==> src/rtl/operand_sel_pipe_if.sv <==
// Handshake bundle for operand_sel_pipe: operand offer with select code, flush, held-result output.
// master = producer/consumer side, slave = the pipe stage.
interface operand_sel_pipe_if #(
   parameter int WIDTH  = 32,
   parameter int NUM_IN = 3
);
   logic [NUM_IN*WIDTH-1:0] in_data;
   logic [2:0]              in_sel;
   logic                    in_valid;
   logic                    in_ready;
   logic                    flush;
   logic [WIDTH-1:0]        out_data;
   logic                    out_valid;
   logic                    out_ready;

   modport master (
      output in_data, in_sel, in_valid, flush, out_ready,
      input  in_ready, out_data, out_valid
   );

   modport slave (
      input  in_data, in_sel, in_valid, flush, out_ready,
      output in_ready, out_data, out_valid
   );
endinterface

==> src/rtl/operand_sel_pipe.sv <==
// Single-entry operand select stage; optional out-of-range counter via OPERAND_SEL_ERR_EN.
// Latency 1 cycle from accept to out_valid; full throughput with simultaneous consume+accept.
// Backpressure: in_ready = !out_valid || out_ready; held result frozen while out_ready=0.
module operand_sel_pipe #(
   parameter int WIDTH  = 32,
   parameter int NUM_IN = 3
) (
   input  logic              clk,
   input  logic              reset,
   operand_sel_pipe_if.slave bus
`ifdef OPERAND_SEL_ERR_EN
   ,
   output logic [7:0]        sel_err_cnt
`endif
);

   logic             accept;
   logic [WIDTH-1:0] sel_data;

   // Codes with no matching input fall through to the zero default.
   always_comb begin
      sel_data = '0;
      for (int k = 0; k < NUM_IN; k++) begin
         if (bus.in_sel == 3'(k)) begin
            sel_data = bus.in_data[k*WIDTH +: WIDTH];
         end
      end
   end

   assign bus.in_ready = !bus.out_valid || bus.out_ready;

   // flush kills the accept but leaves in_ready untouched.
   assign accept = bus.in_valid && bus.in_ready && !bus.flush;

   always_ff @(posedge clk) begin
      if (reset) begin
         bus.out_valid <= 1'b0;
         bus.out_data  <= '0;
      end else if (bus.flush) begin
         bus.out_valid <= 1'b0;
      end else if (accept) begin
         bus.out_valid <= 1'b1;
         bus.out_data  <= sel_data;
      end else if (bus.out_ready) begin
         bus.out_valid <= 1'b0;
      end
   end

`ifdef OPERAND_SEL_ERR_EN
   localparam logic [3:0] NUM_IN_C = 4'(NUM_IN);

   logic sel_oor;

   assign sel_oor = ({1'b0, bus.in_sel} >= NUM_IN_C);

   always_ff @(posedge clk) begin
      if (reset) begin
         sel_err_cnt <= 8'd0;
      end else if (accept && sel_oor && (sel_err_cnt != 8'hFF)) begin
         sel_err_cnt <= sel_err_cnt + 8'd1;
      end
   end
`endif

endmodule

==> src/flat_wrapper.sv <==
// flat-port wrapper written by rule: the top's interface ports become plain ports
module operand_sel_pipe_flat 
#(
   parameter int WIDTH  = 32,
   parameter int NUM_IN = 3
)
  (clk, reset, bus_in_data, bus_in_sel, bus_in_valid, bus_flush, bus_out_ready, bus_in_ready, bus_out_data, bus_out_valid);
  operand_sel_pipe_if #(.WIDTH(WIDTH), .NUM_IN(NUM_IN)) bus_i ();
  input  logic clk;
  input  logic reset;
  input wire logic [$bits(bus_i.in_data)-1:0] bus_in_data;
  input wire logic [$bits(bus_i.in_sel)-1:0] bus_in_sel;
  input wire logic [$bits(bus_i.in_valid)-1:0] bus_in_valid;
  input wire logic [$bits(bus_i.flush)-1:0] bus_flush;
  input wire logic [$bits(bus_i.out_ready)-1:0] bus_out_ready;
  output wire logic [$bits(bus_i.in_ready)-1:0] bus_in_ready;
  output wire logic [$bits(bus_i.out_data)-1:0] bus_out_data;
  output wire logic [$bits(bus_i.out_valid)-1:0] bus_out_valid;
  assign bus_i.in_data = bus_in_data;
  assign bus_i.in_sel = bus_in_sel;
  assign bus_i.in_valid = bus_in_valid;
  assign bus_i.flush = bus_flush;
  assign bus_i.out_ready = bus_out_ready;
  assign bus_in_ready = bus_i.in_ready;
  assign bus_out_data = bus_i.out_data;
  assign bus_out_valid = bus_i.out_valid;
  operand_sel_pipe #(.WIDTH(WIDTH), .NUM_IN(NUM_IN)) u_core (.clk(clk), .reset(reset), .bus(bus_i));
endmodule
==> config.mk <==
export PLATFORM = sky130hd
export DESIGN_NAME = operand_sel_pipe_flat
export DESIGN_NICKNAME = d
export VERILOG_FILES = /design/src/rtl/operand_sel_pipe_if.sv /design/src/rtl/operand_sel_pipe.sv /design/src/flat_wrapper.sv
export SDC_FILE = /design/constraint.sdc
export NUM_CORES = 1
export LEC_CHECK = 0
export ABC_AREA = 1
export CAP_MARGIN = 0
export CORE_ASPECT_RATIO = 0.7
export CORE_MARGIN = 5
export CORE_UTILIZATION = 36
export DETAILED_ROUTE_END_ITERATION = 16
export GPL_ROUTABILITY_DRIVEN = 0
export PLACE_DENSITY = 0.8
export SETUP_SLACK_MARGIN = 0.05
export SKIP_CTS_REPAIR_TIMING = 1
export SLEW_MARGIN = 10
export SYNTH_ARGS = -nofsm -noshare
export SYNTH_HDL_FRONTEND = slang
export SYNTH_SLANG_ARGS = --single-unit
==> constraint.sdc <==
create_clock -name clk -period 1.4 [get_ports clk]
set_clock_uncertainty 0.15 [all_clocks]
set_input_delay 0.21 -clock clk [delete_from_list [all_inputs] [get_ports clk]]
set_output_delay 0.21 -clock clk [all_outputs]
set_load 0.03 [all_outputs]
Word level (Yosys, flattened, before mapping)
Index checks and enable logic that the tools add are counted.

Output and inout bits: 34. Register bits after elaboration: 33. Input port bits: 104. Logic and storage cells: 19.

Bitwise logic cells: 1. Multiplexer cells: 5. Reduce and logical (&&, ||, !) cells: 9. Eq/ne operators: 2.

Operators with widths (number): 32-bit two-way mux (3); 3-bit by 1-bit == test with 1-bit output, second input constant (1); 3-bit by 2-bit == test with 1-bit output, second input constant (1); 3-bit zero test (1); 1-bit logical AND (2); 1-bit zero test (2); 1-bit two-way mux (2); 2-bit AND reduction (1); 2-bit nonzero test (1); 2-bit OR reduction (1); 1-bit logical OR (1); 1-bit inverter (1).

Longest topological paths before layout
Depth in word-level cells: 5. Gate-level depth with buffers: 7. Mapped depth without buffers: 6.

Worst setup path after synthesis
No wires, ideal clock.

Path type: register -> register. Start: register u_core.bus.out_valid. End: register u_core.bus.out_data[16]. Period minus slack after synthesis: 1.438 ns. Cell stages (with the launch flop): 7. Data required time: 1.133 ns. Path buffers: 1. Arrival: 1.171 ns. Path slack: -0.038 ns. Library setup time: 0.117 ns. Path through: dfxtp_1 -> inv_1 -> nor2_1 -> nor2_4 -> buf_2 -> o21ai_0 -> nor2_1.

Longest elaborated chain between the ends: 5.

RTL lines: start, declared (line operand_sel_pipe_if.sv:23) `output in_ready, out_data, out_valid`; start signal, assigned (line operand_sel_pipe.sv:37) `bus.out_valid <= 1'b0;`; start signal, assigned (line operand_sel_pipe.sv:40) `bus.out_valid <= 1'b0;`; start signal, assigned (line operand_sel_pipe.sv:42) `bus.out_valid <= 1'b1;`; 1-bit zero test (line operand_sel_pipe.sv:30) `assign bus.in_ready = !bus.out_valid || bus.out_ready;`; 1-bit logical OR (line operand_sel_pipe.sv:30); 1-bit logical AND (2 in series) (line operand_sel_pipe.sv:33) `assign accept = bus.in_valid && bus.in_ready && !bus.flush;`; 2-bit AND reduction (no line); end signal, assigned (line operand_sel_pipe.sv:43) `bus.out_data <= sel_data;`; end, declared (line operand_sel_pipe_if.sv:23).

No other way between the ends. A chain may end at the register's enable or synchronous reset.

Final worst setup path
Start: register u_core.bus.out_valid. End: register u_core.bus.out_data[14].

Same word-level chain as after synthesis.

==> run metrics <==
Least-Margin Pin Slew ~0.35 ns; GR Util All Layers 0.196; VDD IR-drop max about 380 uV; RSZ-0062 raised after global routing true; Max Used Layer met4; clock sink count 33; critical path fanouts, max 37; M1 WL around 3.3 mm; Synth area leader dfxtp_1; n_diodes 0; Mean Syn Cell Area around 6.3 um2; Worst R2R End u_core.bus.out_data[14]$_SDFFE_PP0P_; Post-DRT Antenna Nets 0; die area roughly 7500 um2; Routed wire per std cell around 14 um; Worst-Skew Late Latency ~0.27 ns; placed cell count 530; TritonRoute pass-1 iters 7; root buffer cell clkbuf_8; initial antenna violation count 0; critical-path cell list inv_2 > nor2_4 > buf_4 > nor2_4 > buf_12 > nand2_1 > nor2_1 > nor2_1; Net count, final between 500 and 600; final setup fails 0; fmax roughly 720 MHz; Leak ~2.0 nW; routed vias/inst about 5; CP endpoint kind flip-flop; initial core utilization 0.368; CP top delay family buffers and inverters; top post-synthesis cells by count nand2_1, nor2_1, nand3_1; first-pass GRT wire length 11.7 mm; main combinational cell family by area after synthesis simple AND/OR/NAND/NOR gates; Reg2Reg Setup Slack ~0.011 ns; mux share of post-synthesis cell area 0; register area share after synthesis 0.315; Synth area leaders dfxtp_1, nand3_1, nand2_1; WHS Endpoint u_core.bus.out_valid$_SDFFE_PP0P_; global route overflow 0; WP depth 8; Iter 0 DRT Violations 90; number of max-cap violations 0; final worst-path cycle share 0.992; max-slew violation count 0; Die H 73.9 um; post-synthesis cell count ~330; Worst Hold Depth 6; Area growth syn-to-layout 81.8%; Synth Area in XOR/XNOR 0; slowest CP cell dfxtp_2; hpwl dp 5.95 mm; core box area between 5000 and 6000 um2; port bufs ~140; critical path buffer and inverter count 3; Hold Path Class in -> reg; pre-CTS WS -0.319 ns; warnings from Yosys 0; routed vias 2693; worst reg2reg path depth 8; final WL 7.78 mm; pwr dens roughly 700 nW/um2; pin count of the biggest net entering global routing 38; Synth Area in Simple Gates 0.499; Netlist Area Pre-Place around 2100 um2; crit path launch type flip-flop; share of cells above drive strength 1 0.0989; R2R Path Start u_core.bus.out_valid$_SDFFE_PP0P_; row count 23; Worst-path clk slew around 0.06 ns; met2 routed WL roughly 3.7 mm; asr flop ratio synth 0; Compound-Gate Fraction of Synth Area 0.0788; width of the chip between 100 and 150 um; CTS tree done; metal3 WL roughly 800 um; Finished Layout Cells 540; Crit path required time 1.41 ns; post-route DRC violation count 0; max_slew headroom 0.769; flop and latch count out of synthesis 33; Synth Area in Adders 0; Hold Startpoint bus_out_ready; Distinct cells, synth 19; vias in the first global route about 2500; worst-case setup margin in the final layout approximately 0.011 ns; Final Hold Violating Endpoints 0; syn nets 437; CP Class reg -> reg; Synth top area share 0.315; Worst path max stage delay approximately 0.32 ns; io pins 138; Post-synth EDFFs 0; Final min period roughly 1.4 ns; status complete, no violations; Num CTS Buffers 5; H-tree depth 2; data arrival time of the worst path roughly 1.4 ns; Main synth FF type dfxtp_1; Power, Total around 0.0027 W; Clock Path Buffers 2
## report_power, final
part / switching (W) / internal (W)
clock: 0.000310 / 0.000390
sequential: 0.0000322 / 0.00100
combinational: 0.000439 / 0.000505
total: 0.000782 / 0.00190
## final cells by class
| class | count | area (um2) |
|---|---|---|
| Inverter | 6 | 27.5 |
| Tap cell | 75 | 93.8 |
| Clock buffer | 7 | 86.3 |
| Sequential cell | 33 | 662 |
| Timing Repair Buffer | 157 | 1720 |
| Fill cell | 473 | 1890 |
| Multi-Input combinational cell | 262 | 1220 |
## cells by family (layout without fill, tap and decap cells)
logic type	count (synthesis)	after routing
simple gates	229	229
buf+inv	38	170
compound gates	33	33
flops	33	33
## cell usage in the layout, fill, tap and decap left out, drive strengths merged
cell type / synthesis / final
dlymetal6s2s: 0 / 25
clkdlybuf4s50: 0 / 100
buf: 28 / 32
nand2: 66 / 66
o21ai: 32 / 32
clkbuf: 4 / 7
inv: 5 / 5
nor2: 67 / 67
nand3: 64 / 64
a21oi: 1 / 1
clkinv: 1 / 1
nand4: 32 / 32
dfxtp: 33 / 33
## per-stage QoR
step           hold slack, ns  setup TNS, ns  instance area, um2  utilization
6_report                0.299              0                3810        0.669
5_1_grt                 0.311          -1.49                3810        0.669
4_1_cts                 0.369          -6.14                3710        0.652
3_5_place_dp            0.352          -9.22                3630        0.636
3_3_place_gp            0.341          -8.35                3630        0.636
2_1_floorplan           0.235              0                2100            -
## flip-flops by register name (all words and copies together), names as in the netlist
name	cells
u_core.bus.out_valid	1
u_core.bus.out_data	32
## worst max-delay path by stage
stage / startpoint / endpoint / slack (ns)
2_1_floorplan: u_core.bus.out_valid$_SDFFE_PP0P_ / u_core.bus.out_data[16]$_SDFFE_PP0P_ / 0.06
3_3_place_gp: bus_in_sel[1] / u_core.bus.out_data[3]$_SDFFE_PP0P_ / -0.29
3_5_place_dp: bus_in_sel[1] / u_core.bus.out_data[11]$_SDFFE_PP0P_ / -0.32
4_1_cts: u_core.bus.out_data[14]$_SDFFE_PP0P_ / bus_out_data[14] / -0.28
5_1_grt: u_core.bus.out_valid$_SDFFE_PP0P_ / u_core.bus.out_data[5]$_SDFFE_PP0P_ / -0.1
6_report: u_core.bus.out_valid$_SDFFE_PP0P_ / u_core.bus.out_data[14]$_SDFFE_PP0P_ / 0.01
## worst min-delay path: cells and delay by family
| family | cells | cell delay, ns |
|---|---|---|
| and+or+nand+nor | 1 | 0.05 |
| AOI/OAI and AO/OA | 1 | 0.05 |
| buffers and inverters | 4 | 0.38 |
## layer usage
metal / up-vias / track usage
li1: 1391 / -
met1: 1187 / 0.241
met2: 113 / 0.338
met3: 2 / 0.0674
met4: 0 / 0.0324
met5: - / 0
No activity file was read; power rests on OpenSTA's default activity.
